==> src/rtl/arbitro_bus_tri.sv <==
// Round-robin owner select for the shared 16-bit tristate bus, with a one-cycle all-off turnaround.
// Define ARB_TIMEOUT_EN to force release after MAX_HOLD cycles of ownership.
module arbitro_bus_tri #(
    parameter int unsigned MAX_HOLD = 16
) (
    input  logic       CLK,
    input  logic       RST,
    input  logic [3:0] REQ,
    output logic [3:0] SEL,
    output logic [1:0] GNT_ID,
    output logic       BUSY,
    output logic       TIMEOUT,
    output logic [1:0] DBG_STATE
);
    // REQ is a level: the owner keeps its bit high while it needs the bus; SEL[i] high means master i drives.
    typedef enum logic [1:0] {IDLE = 2'd0, GRANT = 2'd1, TURN = 2'd2} state_t;

    if (MAX_HOLD < 2 || MAX_HOLD > 255) begin : g_bad_max_hold
        $error("arbitro_bus_tri: MAX_HOLD must be in 2..255");
    end

    state_t     state_q, state_d;
    logic [3:0] sel_q, sel_d;
    logic [1:0] gnt_q, gnt_d;
    logic [1:0] ptr_q, ptr_d;
    logic [1:0] win, idx;

`ifdef ARB_TIMEOUT_EN
    localparam logic [7:0] HOLD_LAST = 8'(MAX_HOLD - 1);
    logic [7:0] hold_q, hold_d;
    logic       timeout_q, timeout_d;
`endif

    // Scan offsets high to low so the nearest request after ptr is the last one written.
    always_comb begin
        win = ptr_q;
        idx = ptr_q;
        for (int k = 3; k >= 0; k--) begin
            idx = ptr_q + 2'(k);
            if (REQ[idx]) win = idx;
        end
    end

    always_comb begin
        state_d = state_q;
        sel_d   = sel_q;
        gnt_d   = gnt_q;
        ptr_d   = ptr_q;
`ifdef ARB_TIMEOUT_EN
        hold_d    = hold_q;
        timeout_d = 1'b0;
`endif
        unique case (state_q)
            IDLE, TURN: begin
                sel_d   = 4'b0000;
                state_d = IDLE;
                if (REQ != 4'b0000) begin
                    state_d = GRANT;
                    sel_d   = 4'b0001 << win;
                    gnt_d   = win;
                    ptr_d   = win + 2'd1;
`ifdef ARB_TIMEOUT_EN
                    hold_d  = 8'd0;
`endif
                end
            end
            GRANT: begin
`ifdef ARB_TIMEOUT_EN
                hold_d = hold_q + 8'd1;
`endif
                if (!REQ[gnt_q]) begin
                    state_d = TURN;
                    sel_d   = 4'b0000;
                end
`ifdef ARB_TIMEOUT_EN
                else if (hold_q == HOLD_LAST) begin
                    state_d   = TURN;
                    sel_d     = 4'b0000;
                    timeout_d = 1'b1;
                end
`endif
            end
            default: begin
                state_d = IDLE;
                sel_d   = 4'b0000;
            end
        endcase
    end

    always_ff @(posedge CLK) begin
        if (RST) begin
            state_q <= IDLE;
            sel_q   <= 4'b0000;
            gnt_q   <= 2'd0;
            ptr_q   <= 2'd0;
`ifdef ARB_TIMEOUT_EN
            hold_q    <= 8'd0;
            timeout_q <= 1'b0;
`endif
        end else begin
            state_q <= state_d;
            sel_q   <= sel_d;
            gnt_q   <= gnt_d;
            ptr_q   <= ptr_d;
`ifdef ARB_TIMEOUT_EN
            hold_q    <= hold_d;
            timeout_q <= timeout_d;
`endif
        end
    end

    assign SEL       = sel_q;
    assign GNT_ID    = gnt_q;
    assign BUSY      = |sel_q;
    assign DBG_STATE = state_q;
`ifdef ARB_TIMEOUT_EN
    assign TIMEOUT   = timeout_q;
`else
    assign TIMEOUT   = 1'b0;
`endif

endmodule

==> config.mk <==
export PLATFORM = sky130hd
export DESIGN_NAME = arbitro_bus_tri
export DESIGN_NICKNAME = d
export VERILOG_FILES = /design/src/rtl/arbitro_bus_tri.sv
export SDC_FILE = /design/constraint.sdc
export NUM_CORES = 1
export LEC_CHECK = 0
export CAP_MARGIN = 10
export CORE_UTILIZATION = 35
export CTS_CLUSTER_DIAMETER = 80
export DETAILED_ROUTE_END_ITERATION = 6
export SYNTH_ARGS = -nofsm -noshare
export SYNTH_HDL_FRONTEND = slang
export SYNTH_SLANG_ARGS = --single-unit
==> constraint.sdc <==
create_clock -name CLK -period 4.53 [get_ports CLK]
set_input_delay 0.453 -clock CLK [delete_from_list [all_inputs] [get_ports CLK]]
set_output_delay 0.453 -clock CLK [all_outputs]
set_load 0.03 [all_outputs]
==> flow_metrics.tcl <==
set metrics [dict create \
    fp.dieH_um 40.4 \
    rsz0062_at_grt "no" \
    cts.reportedPaths.clkPinSlew_ns 0.06 \
    clkPwrFrac 0.223 \
    finalSetupTns_ns 0 \
    pwr-share-comb 0.365 \
    ir_drop_v 0.000156 \
    cts_buffers 3 \
    seqPwrFrac 0.413 \
    p_leak_nw 0.251 \
    path_max_fanout 3 \
    portBuffers 14 \
    gp_congestion 0.747 \
    hold_viol_final 0 \
    final_area_um2 682 \
    finClkSkew_ns 0.00557 \
    postPlaceCellArea_um2 659 \
    route.detailed.wl_per_inst_um 11.9 \
    vias 457 \
    synthTopCellsByArea "dfxtp_1, a21oi_1, nor2_1" \
    post_cts.repair.setup_buffers 0 \
    remaining_drc_errors 0 \
    hp-class "reg2reg" \
    cts_tree "built" \
    power.density_mw_per_mm2 383 \
    avgSynthCellArea_um2 8.89 \
    internal_power_mw 0.172 \
    swShare 0.340 \
    drt_first_pass_iters 4 \
    grt_pass1_vias 407 \
    ys_seq_elements 10 \
    die_area_mm2 0.00163 \
    required_ns 4.08 \
    grt_start_max_net_pins 11 \
    max_cap_viol_count 0 \
    fin_crit_sh 0.473 \
    setup_viol 0 \
    drive_gt1_frac 0.0959 \
    cts-root-buf "clkbuf_4" \
    drt-initial-drc-count 10 \
    clkSinkCount 10 \
    initial_core_util 0.386 \
    grt_overflow 0 \
    antenna_found_initial 0 \
    yosysWarnings 0 \
    run_status "finished, final reports clean" \
    io_pins 16 \
    ant_nets 0 \
    power_mw 0.261 \
    diodes 0 \
    crit_type "reg2out" \
    grt_pass1_wl_um 1750 \
    fp.dieW_um 40.4 \
    rows 13 \
    vias_per_cell 5.19 \
    fmax_mhz 467 \
    nNetsFinal 81 \
    grt_usage 0.172 \
    synth_top_area_share 0.388 \
    synthDistinctLibCells 27 \
    core-area_mm2 0.00133 \
    ctsLongestPathBuffers 2 \
    dpl.hpwl_um 801 \
    p_switching_mw 0.0887 \
    end_kind "primary output" \
    synthCells 58 \
    synthToLayoutAreaGrowth_pct 32.3 \
    insertion_delay_ns 0.26 \
    syn-num-nets 64 \
    htree_levels 1 \
    seq_area_frac_synth 0.388 \
    start_kind "flip-flop" \
    syn-cell-area_um2 515 \
    yosys.area.top_type "dfxtp_1" \
    cts.repair.resized 0 \
    hold_buffers 0 \
    wl_um 1050 \
    cp_data_arrival_time_ns 1.69 \
    period_needed_ns 2.14 \
    final_max_slew_viol_count 0 \
]
## per-stage QoR
stage	util	setup slack (ns)	cells	hold slack (ns)
after floorplan	-	2.95	58	0.498
after global placement	0.494	2.35	85	0.442
final	0.511	2.39	88	0.454
after global routing	0.511	2.31	88	0.489
after CTS	0.511	2.38	88	0.456
after detailed placement	0.494	2.30	85	0.442
## metal layers
layer  track usage  vias up  share of wire
li1              -      240              -
met1         0.208      202           0.49
met2         0.242       15           0.44
met3         0.100        0          0.069
met4        0.0750        0              0
met5             0        -              0
## cells in the mapped netlist, drive strengths merged
cell type,count
or3,1
nor2,7
or4,1
and3b,1
o21a,1
a2bb2oi,1
a211oi,3
buf,2
conb,1
nor2b,1
dfxtp,10
nor3b,1
a22o,1
nand2,5
nand2b,2
a21oi,9
nand3b,1
o21bai,1
mux4,1
a21o,1
nor4b,1
inv,2
xnor2,1
a2111oi,1
o22ai,1
a22oi,1
## critical path, stage by stage (launching register included)
cell and delay (ns):
dfxtp_1 0.32, or4_1 0.51, clkdlybuf4s50_1 0.60
## registers in the layout, indices dropped and copies added (netlist names)
signal     count
DBG_STATE      2
SEL            4
ptr_q          2
GNT_ID         2
## final cells by class
class / instances / area (um2)
repair buffers: 14 / 140
inverters: 2 / 7.51
clock buffers: 3 / 22.5
multi-input cells: 44 / 293
fillers: 139 / 652
flip-flops and latches: 10 / 200
well taps: 15 / 18.8
## cells in the final DEF, fill, tap and decap left out, drive strengths merged
master and instances:
nor3b 1, dfxtp 10, a2bb2oi 1, xnor2 1, nand2b 2, o21a 1
or4 1, inv 2, and3b 1, a22o 1, a2111oi 1, a22oi 1
o21bai 1, clkbuf 3, mux4 1, conb 1, a211oi 3, nor2 7
nand2 5, or3 1, nand3b 1, nor4b 1, a21o 1, o22ai 1
a21oi 9, clkdlybuf4s50 14, nor2b 1
## cells by family after synthesis
group / Yosys count / share of synthesized area
other: 1 / 0.00727
xor gates and xnor gates: 1 / 0.0170
AOI/OAI and AO/OA: 20 / 0.286
DFF: 10 / 0.388
muxes: 1 / 0.0437
buffers and inverters: 4 / 0.0437
and+or+nand+nor: 21 / 0.214
## final timing paths
| path | depth (start not counted) | slack, ns | to | from |
|---|---|---|---|---|
| worst min-delay path | 1 | 0.45 | DBG_STATE[1] | DBG_STATE[1] |
| worst max-delay path | 2 | 2.39 | BUSY | SEL[1] |
| worst max register to register | 5 | 2.91 | SEL[3] | ptr_q[1] |
| worst min register to register | 1 | 0.45 | DBG_STATE[1] | DBG_STATE[1] |
## power by group through the flow
stage / clock network, mW / logic [mW] / registers (mW)
2_1_floorplan: 0 / 0.0521 / 0.121
3_3_place_gp: 0 / 0.0957 / 0.110
3_5_place_dp: 0 / 0.0950 / 0.110
4_1_cts: 0.0621 / 0.0954 / 0.108
5_1_grt: 0.0669 / 0.103 / 0.109
6_report: 0.0582 / 0.0952 / 0.108
Power figures use the tool's default switching activity.
